**config.mk**
```make
export PLATFORM = sky130hd
export DESIGN_NAME = main_control_fsm
export DESIGN_NICKNAME = d
export VERILOG_FILES = /design/src/rtl/main_control_fsm.sv
export SDC_FILE = /design/constraint.sdc
export NUM_CORES = 1
export LEC_CHECK = 0
export BUFFER_PORTS_ARGS = -buffer_cell sky130_fd_sc_hd__buf_2
export CAP_MARGIN = 20
export CORE_UTILIZATION = 35
export CTS_BUF_LIST = sky130_fd_sc_hd__clkbuf_16
export DETAILED_ROUTE_END_ITERATION = 10
export PLACE_DENSITY_LB_ADDON = 0.12
export SYNTH_ARGS = -nofsm -noshare
export SYNTH_HDL_FRONTEND = slang
export SYNTH_SLANG_ARGS = --single-unit
```
**constraint.sdc**
```tcl
create_clock -name clk_i -period 1.4 [get_ports clk_i]
set_input_delay 0.07 -clock clk_i [delete_from_list [all_inputs] [get_ports clk_i]]
set_output_delay 0.07 -clock clk_i [all_outputs]
set_load 0.01 [all_outputs]
```
**src/rtl/main_control_fsm.sv**
```systemverilog
// Multi-cycle main controller for the RV32I core: sequences fetch/decode/execute/
// memory/writeback and drives the datapath selects and write enables.
module main_control_fsm (
  input  logic       clk_i,
  input  logic       rst_ni,
  input  logic [6:0] op_i,
  input  logic       zero_i,
  input  logic       mem_ready_i,
  output logic       pc_write_o,
  output logic       adr_src_o,
  output logic       mem_write_o,
  output logic       ir_write_o,
  output logic       reg_write_o,
  output logic [1:0] result_src_o,
  output logic [1:0] alu_src_a_o,
  output logic [1:0] alu_src_b_o,
  output logic [1:0] alu_op_o,
  output logic [1:0] imm_src_o,
  output logic       instr_done_o,
  output logic       illegal_o,
  output logic [3:0] state_o
);

  typedef enum logic [3:0] {
    S_FETCH    = 4'd0,
    S_DECODE   = 4'd1,
    S_MEMADR   = 4'd2,
    S_MEMREAD  = 4'd3,
    S_MEMWB    = 4'd4,
    S_MEMWRITE = 4'd5,
    S_EXECUTER = 4'd6,
    S_EXECUTEI = 4'd7,
    S_ALUWB    = 4'd8,
    S_BEQ      = 4'd9,
    S_JAL      = 4'd10
  } state_t;

  localparam logic [6:0] OP_LW  = 7'b0000011;
  localparam logic [6:0] OP_SW  = 7'b0100011;
  localparam logic [6:0] OP_R   = 7'b0110011;
  localparam logic [6:0] OP_I   = 7'b0010011;
  localparam logic [6:0] OP_BEQ = 7'b1100011;
  localparam logic [6:0] OP_JAL = 7'b1101111;

  state_t     state_q, state_d;
  logic       pc_update, branch;
  logic       adr_src, mem_write, ir_write, reg_write, instr_done, illegal;
  logic [1:0] result_src, alu_src_a, alu_src_b, alu_op;

  always_ff @(posedge clk_i or negedge rst_ni) begin
    if (!rst_ni) state_q <= S_FETCH;
    else         state_q <= state_d;
  end

  always_comb begin
    state_d    = state_q;
    pc_update  = 1'b0;
    branch     = 1'b0;
    adr_src    = 1'b0;
    mem_write  = 1'b0;
    ir_write   = 1'b0;
    reg_write  = 1'b0;
    instr_done = 1'b0;
    illegal    = 1'b0;
    result_src = 2'b00;
    alu_src_a  = 2'b00;
    alu_src_b  = 2'b00;
    alu_op     = 2'b00;
    case (state_q)
      S_FETCH: begin
        alu_src_b  = 2'b10;
        result_src = 2'b10;
        ir_write   = mem_ready_i;
        pc_update  = mem_ready_i;
        if (mem_ready_i) state_d = S_DECODE;
      end
      S_DECODE: begin
        alu_src_a = 2'b01;
        alu_src_b = 2'b01;
        case (op_i)
          OP_LW, OP_SW: state_d = S_MEMADR;
          OP_R:         state_d = S_EXECUTER;
          OP_I:         state_d = S_EXECUTEI;
          OP_BEQ:       state_d = S_BEQ;
          OP_JAL:       state_d = S_JAL;
          default: begin
            state_d = S_FETCH;
            illegal = 1'b1;
          end
        endcase
      end
      S_MEMADR: begin
        alu_src_a = 2'b10;
        alu_src_b = 2'b01;
        state_d   = (op_i == OP_SW) ? S_MEMWRITE : S_MEMREAD;
      end
      S_MEMREAD: begin
        adr_src = 1'b1;
        if (mem_ready_i) state_d = S_MEMWB;
      end
      S_MEMWB: begin
        result_src = 2'b01;
        reg_write  = 1'b1;
        instr_done = 1'b1;
        state_d    = S_FETCH;
      end
      S_MEMWRITE: begin
        adr_src   = 1'b1;
        mem_write = 1'b1;
        if (mem_ready_i) begin
          instr_done = 1'b1;
          state_d    = S_FETCH;
        end
      end
      S_EXECUTER: begin
        alu_src_a = 2'b10;
        alu_op    = 2'b10;
        state_d   = S_ALUWB;
      end
      S_EXECUTEI: begin
        alu_src_a = 2'b10;
        alu_src_b = 2'b01;
        alu_op    = 2'b10;
        state_d   = S_ALUWB;
      end
      S_ALUWB: begin
        reg_write  = 1'b1;
        instr_done = 1'b1;
        state_d    = S_FETCH;
      end
      S_BEQ: begin
        alu_src_a  = 2'b10;
        alu_op     = 2'b01;
        branch     = 1'b1;
        instr_done = 1'b1;
        state_d    = S_FETCH;
      end
      S_JAL: begin
        alu_src_a = 2'b01;
        alu_src_b = 2'b10;
        pc_update = 1'b1;
        state_d   = S_ALUWB;
      end
      default: state_d = S_FETCH;
    endcase
  end

  // Immediate format depends only on the opcode so the extender settles early.
  always_comb begin
    case (op_i)
      OP_SW:   imm_src_o = 2'b01;
      OP_BEQ:  imm_src_o = 2'b10;
      OP_JAL:  imm_src_o = 2'b11;
      default: imm_src_o = 2'b00;
    endcase
  end

  // Enables are masked by reset so an in-flight store or write dies instantly.
  assign pc_write_o   = rst_ni & (pc_update | (branch & zero_i));
  assign mem_write_o  = rst_ni & mem_write;
  assign ir_write_o   = rst_ni & ir_write;
  assign reg_write_o  = rst_ni & reg_write;
  assign instr_done_o = rst_ni & instr_done;
  assign illegal_o    = rst_ni & illegal;
  assign adr_src_o    = adr_src;
  assign result_src_o = result_src;
  assign alu_src_a_o  = alu_src_a;
  assign alu_src_b_o  = alu_src_b;
  assign alu_op_o     = alu_op;
  assign state_o      = state_q;

endmodule
```
==> results of run 1 <==
## cell usage after synthesis (2+ instances only)
cell       n  area, sq um
a21oi_1    8         40.0
a311oi_1   2         17.5
clkbuf_1   2         7.51
dfrtp_1    4          100
inv_1      2         7.51
mux2i_1    2         20.0
nand2_1    5         18.8
nand2b_1   7         43.8
nand3_1    6         30.0
nor2_1    11         41.3
nor2b_1    5         31.3
nor3_1     3         15.0
o21ai_0    3         15.0
or3_1      2         12.5
xnor2_1    2         17.5
## stage by stage
| step | setup slack [ns] | hold WS (ns) |
|---|---|---|
| 6_report | -0.0973 | 0.148 |
| 5_1_grt | -0.144 | 0.185 |
| 4_1_cts | -0.0790 | 0.144 |
| 3_5_place_dp | 0.0519 | -0.0765 |
| 3_3_place_gp | 0.0984 | -0.0758 |
| 2_1_floorplan | 0.0391 | -0.226 |
## worst min path at each step
| stage | start | to | slack, ns | depth (start not counted) |
|---|---|---|---|---|
| after floorplan | rst_ni | state_o[0] | -0.23 | 0 |
| after global placement | rst_ni | state_o[0] | -0.08 | 1 |
| after detailed placement | rst_ni | state_o[1] | -0.08 | 1 |
| after CTS | op_i[0] | state_o[2] | 0.14 | 3 |
| after global routing | op_i[0] | state_o[2] | 0.18 | 3 |
| final | op_i[0] | state_o[2] | 0.15 | 3 |
## what timing repair did
action	4_1_cts	5_1_grt
resized for setup	9	13
hold buffers	1	0
pin swaps	1	4
endpoints found under the setup margin	9	15
setup buffers	4	2
hold endpoints to repair	4	0
## metal layers
layer	up-vias	wire (um)
met1	373	833
met4	0	20
li1	385	-
met3	4	91
met5	-	0
met2	27	957
## power by group
group	switching [mW]	total, mW	internal, mW
sequential	0.0391	0.172	0.133
clock	0.0794	0.444	0.365
combinational	0.264	0.543	0.278
total	0.383	1.16	0.776
## kinds of logic (layout without fill, tap and decap cells)
group / after synthesis / count (layout) / share of synthesized area (%)
compound gates: 21 / 21 / 24.8
xor+xnor: 3 / 3 / 4.78
buf+inv: 6 / 52 / 7.29
flops: 4 / 4 / 18.2
mux: 2 / 2 / 3.64
simple gates: 44 / 44 / 41.2
## critical path, cell delays in order (launching register included)
cell and delay, ns:
dfrtp_2 0.47, nor4_4 0.28, and3_4 0.21, o21bai_1 0.10, buf_2 0.14
## layout by cell type (no fill, tap or decap), types with 2 or more instances in the layout
| cell type | instances |
|---|---|
| nand3_1 | 6 |
| nand2b_4 | 3 |
| or3_1 | 2 |
| nand2_1 | 5 |
| nor2b_1 | 3 |
| dfrtp_2 | 4 |
| nor2_1 | 11 |
| inv_1 | 2 |
| nand2b_1 | 3 |
| buf_2 | 31 |
| clkbuf_16 | 3 |
| buf_6 | 5 |
| buf_4 | 10 |
| a311oi_1 | 2 |
| o21ai_0 | 3 |
| a21oi_1 | 7 |
| nor3_1 | 3 |
| mux2i_1 | 2 |
## cell type report
cell class | count | area (sq um) | area share, %
Multi-Input combinational cell | 70 | 485 | 49.1
Timing Repair Buffer | 47 | 297 | 30.0
Sequential cell | 4 | 105 | 10.6
Clock buffer | 3 | 75.1 | 7.59
Tap cell | 15 | 18.8 | 1.90
Inverter | 2 | 7.51 | 0.759
==> results.cfg, run 1 <==
[run_status]
status = complete, but fails checks
violations = negative setup slack

[floorplanning]
die_h_um = 41.6
start_util_pct = 39.7
io_pins = 32
rows = 13
core_area_sq_um = 1380
die_w_um = 41.6
die-area_sq_um = 1730

[synth]
synth_ff_type = dfrtp_1
synthCells = 80
syn_nets = 91
yosysWarningCount = 0
synth.distinct_cells = 31
synth_edf_count = 0
synth_area_sq_um = 549
syn_area_per_cell_sq_um = 6.87
ys_seq_area_share_pct = 18.2
synth.ff_latch_count = 4
synthArstFlopShare_pct = 100

[routing]
ant_nets = 0
drc = 0
first_pass_iters = 5
drt-total-wl_um = 1900
post_drt_wl_per_cell_um = 13.5
drt_iter0_drc = 29
viasPerCell = 5.60
num_vias = 789

[power_and_ir_drop]
total_power_mw = 1.16
leakagePower_nw = 0.470
power_density_nw_per_um2 = 1170
vdd_ir_drop_max_mv = 0.753

[worst_setup_path]
crit_fanout = 7
cp.required_ns = 1.33
worstPathArrival_ns = 1.43
critical_path.startpoint_type = flop
timing.rr.end = state_o[1]
r2r_start = state_o[1]
reg2regPathDepth = 3
criticalPathCategory = reg -> out
cp-startpoint = state_o[1]
critPathCaptureType = output port
crit_end = pc_write_o
reg2reg_setup_slack_ns = 0.02

[layout]
drive_above_1_share_pct = 52.4
synthToLayoutAreaGrowth_pct = 80.0
fin_cells = 141
layout.nets = 139
largest_reg_flops = 4
n_antenna_cell = 0
fin_util_pct = 71.5
fillers = 123
stdcell_area_sq_um = 988

[cts]
cts_root_buffer = clkbuf_16
clk_pin_slew_worst_paths_ns = 0.03
cts_max_level = 1
clock_sinks = 4
numCtsBuffers = 3
cts.path.max_buffers = 2
insertion_delay_ns = 0.22
cts_tree = yes

[sta]
setup_slack_ns = -0.0973
period_share_pct = 107
worstMarginPinSlew_ns = 0.318
fin_crit_ns = 1.50
final_max_slew_viol_count = 0
fmax_mhz = 668
rsz0062_at_grt = true
fin_worst_skew_ns = 0.000960
setup_viol = 7
maxSlewHeadroom_pct = 78.8
hold_violations = 0
final.setup.tns_ns = -0.274

[place]
place.gp.congestion = 0.874
dp.cells = 131
hpwlAfterDp_um = 1260
dpl_cell_area_sq_um = 764
portBuffers = 31

[grt]
grt_max_degree = 11
grt_usage_pct = 22.2
met3_usage_pct = 5.22
grt_busiest_layer = met2
grt_pass1_wl_um = 3000
antenna_found_initial = 0
gr-usage-met1_pct = 28.4
grt_overflow_total = 0
grt_pass1_vias = 685
use_met2_pct = 35.9

[worst_hold_path]
min_path_type = in -> reg

[job]
max_cap_violations = 0
Power figures use the tool's default switching activity.
==> inputs of run 2 (changes only) <==
--- a/config.mk
+++ b/config.mk
@@ -5,8 +5,10 @@
 export SDC_FILE = /design/constraint.sdc
 export NUM_CORES = 1
 export LEC_CHECK = 0
+export ABC_AREA = 1
 export BUFFER_PORTS_ARGS = -buffer_cell sky130_fd_sc_hd__buf_2
 export CAP_MARGIN = 20
+export CORE_MARGIN = 1
 export CORE_UTILIZATION = 35
 export CTS_BUF_LIST = sky130_fd_sc_hd__clkbuf_16
 export DETAILED_ROUTE_END_ITERATION = 10
==> results.cfg, run 2 <==
[worst_setup_path]
cp.required_ns = 1.33
crit_path_top_delay_cell = dfrtp_2
r2r_start = state_o[3]
critPathCaptureType = output port
cp-startpoint = state_o[1]
worstPathArrival_ns = 1.35
critical_path.startpoint_type = flop
cp_cell_sequence = inv_4 > nand2_8 > nor2_4 > nand2_1 > a31oi_2 > buf_2
cp_slowest_stage_delay_ns = 0.45
crit_family = flip-flops
criticalPathCategory = reg -> out
crit_fanout = 5
crit_buf_inv = 2

[synth]
syn_nets = 108
yosys.area_share.simple_pct = 64.7
synth.distinct_cells = 20
yosysMostFrequentCell = nand2_1
synth_ff_type = dfrtp_1
synth.top_cells.by_area = nand2_1 (18%), dfrtp_1 (17%), nor2_1 (8.9%)
synth_edf_count = 0
synthCells = 97
synth_area_sq_um = 588
synthAdderAreaFrac_pct = 0
synthXorXnorAreaFrac_pct = 0
muxShareOfSynthArea_pct = 0
synth.ff_latch_count = 4
synth.largest_area_cell = nand2_1
synth_compound_area_share_pct = 5.11
synth_top_family_by_area = simple AND/OR/NAND/NOR gates
ys_seq_area_share_pct = 17.0
yosysTopAreaCellShare_pct = 17.9
synthArstFlopShare_pct = 100
ys_top_cells_by_count = nand2_1 (28), nor2_1 (14), inv_1 (12), inv_2 (7), nand3_1 (7)
yosysWarningCount = 0
syn_area_per_cell_sq_um = 6.06

[layout]
layout_commonest_cell = buf_2
drive_above_1_share_pct = 54.7
mostFrequentLayoutCells = buf_2 (31), nand2_1 (27), nor2_1 (12)
fin_cells = 155
largest_reg_flops = 4
n_antenna_cell = 0
synthToLayoutAreaGrowth_pct = 61.9
seq_area_sq_um = 105
fillers = 151
layout.nets = 152
stdcell_area_sq_um = 952
multi_input_area_sq_um = 452

[sta]
worstMarginPinSlew_ns = 0.248
setup_slack_ns = -0.0153
period_share_pct = 101
fmax_mhz = 707
maxSlewHeadroom_pct = 83.5
fin_worst_skew_ns = 0.000165
rsz0062_at_grt = true
hold_violations = 0
final_max_slew_viol_count = 0
setup_viol = 3
fin_crit_ns = 1.42

[floorplanning]
io_pins = 32
rows = 14
die-area_sq_um = 1850
core_area_sq_um = 1540
die_w_um = 43.0
die_h_um = 43.0
start_util_pct = 38.1

[routing]
num_vias = 717
post_drt_wl_per_cell_um = 10.5
ant_nets = 0
drc = 0
drt_iter0_drc = 6
viasPerCell = 4.63
drt-total-wl_um = 1630
first_pass_iters = 4

[place]
dp.cells = 145
portBuffers = 31
dpl_cell_area_sq_um = 771
hpwlAfterDp_um = 1270
place.gp.congestion = 0.786

[grt]
met3_usage_pct = 3.83
grt_overflow_total = 0
grt_usage_pct = 20.8
use_met2_pct = 37.0
grt_pass1_vias = 726
grt_max_degree = 9
gr-usage-met1_pct = 24.7
grt_busiest_layer = met2
grt_pass1_wl_um = 2930
antenna_found_initial = 0

[power_and_ir_drop]
vdd_ir_drop_max_mv = 1.38
leakagePower_nw = 0.566
power_density_nw_per_um2 = 1740

[worst_hold_path]
hold_path_startpoint = op_i[4]
min_path_type = in -> reg

[cts]
clock_sinks = 4
cts_tree = yes
cts_root_buffer = clkbuf_16
cts.path.max_buffers = 2
cts_max_level = 1
clk_pin_slew_worst_paths_ns = 0.03
numCtsBuffers = 3
insertion_delay_ns = 0.22

[job]
max_cap_violations = 0

[run_status]
status = complete, but fails checks
violations = negative setup slack
[run 2: final cells by class]
type                            count  area share [%]
Tap cell                           16            2.10
Inverter                           20            8.67
Clock buffer                        3            7.88
Timing Repair Buffer               39            22.9
Sequential cell                     4            11.0
Multi-Input combinational cell     73            47.4
[run 2: worst register-to-register path, stage by stage, from the launching register on]
cell and delay, ns:
dfrtp_2 0.45, nor2_4 0.18, buf_4 0.15, nand3_2 0.10, nand3_2 0.10, nand2_2 0.05, nand3_1 0.08, nand2_1 0.05
[run 2: power breakdown]
group / internal (mW) / switching, mW / total, mW
clock: 0.364 / 0.0690 / 0.433
combinational: 0.425 / 0.551 / 0.976
sequential: 0.152 / 0.0926 / 0.245
[run 2: final timing paths]
kind	to	cells after the start	slack (ns)
max	pc_write_o	6	-0.02
max reg2reg	state_o[0]	7	0.13
min reg2reg	state_o[2]	3	0.71
min	state_o[2]	5	0.20
max in group asynchronous	state_o[2]	2	0.99
min in group asynchronous	state_o[1]	2	0.22
[run 2: stage by stage]
step	hold WS (ns)	setup slack [ns]	TNS (ns)	utilization, %	total power, mW
after floorplan	-0.226	0.185	0	-	0.778
after global routing	0.230	-0.0917	-0.476	61.8	1.78
final	0.200	-0.0153	-0.0400	61.8	1.65
after detailed placement	-0.0816	0.128	0	50.0	1.03
after CTS	0.206	-0.0190	-0.0545	58.6	1.56
after global placement	-0.0805	0.131	0	50.0	1.03
[run 2: metal layers]
metal / routed length, um / vias up
li1: - / 384
met1: 694 / 312
met2: 861 / 21
met3: 72 / 0
met4: 0 / 0
met5: 0 / -
[run 2: cell families (layout without fill, tap and decap cells)]
family	Yosys count	count (layout)
AOI/OAI and AO/OA	4	4
buffers and inverters	20	62
DFF	4	4
and+or+nand+nor	69	69
[run 2: what timing repair did]
action,in CTS,in global routing
setup buffers,4,2
endpoints found under the hold margin,4,0
pin swaps,5,3
gates resized for setup,8,8
endpoints found under the setup margin,5,11
hold buffers,1,0
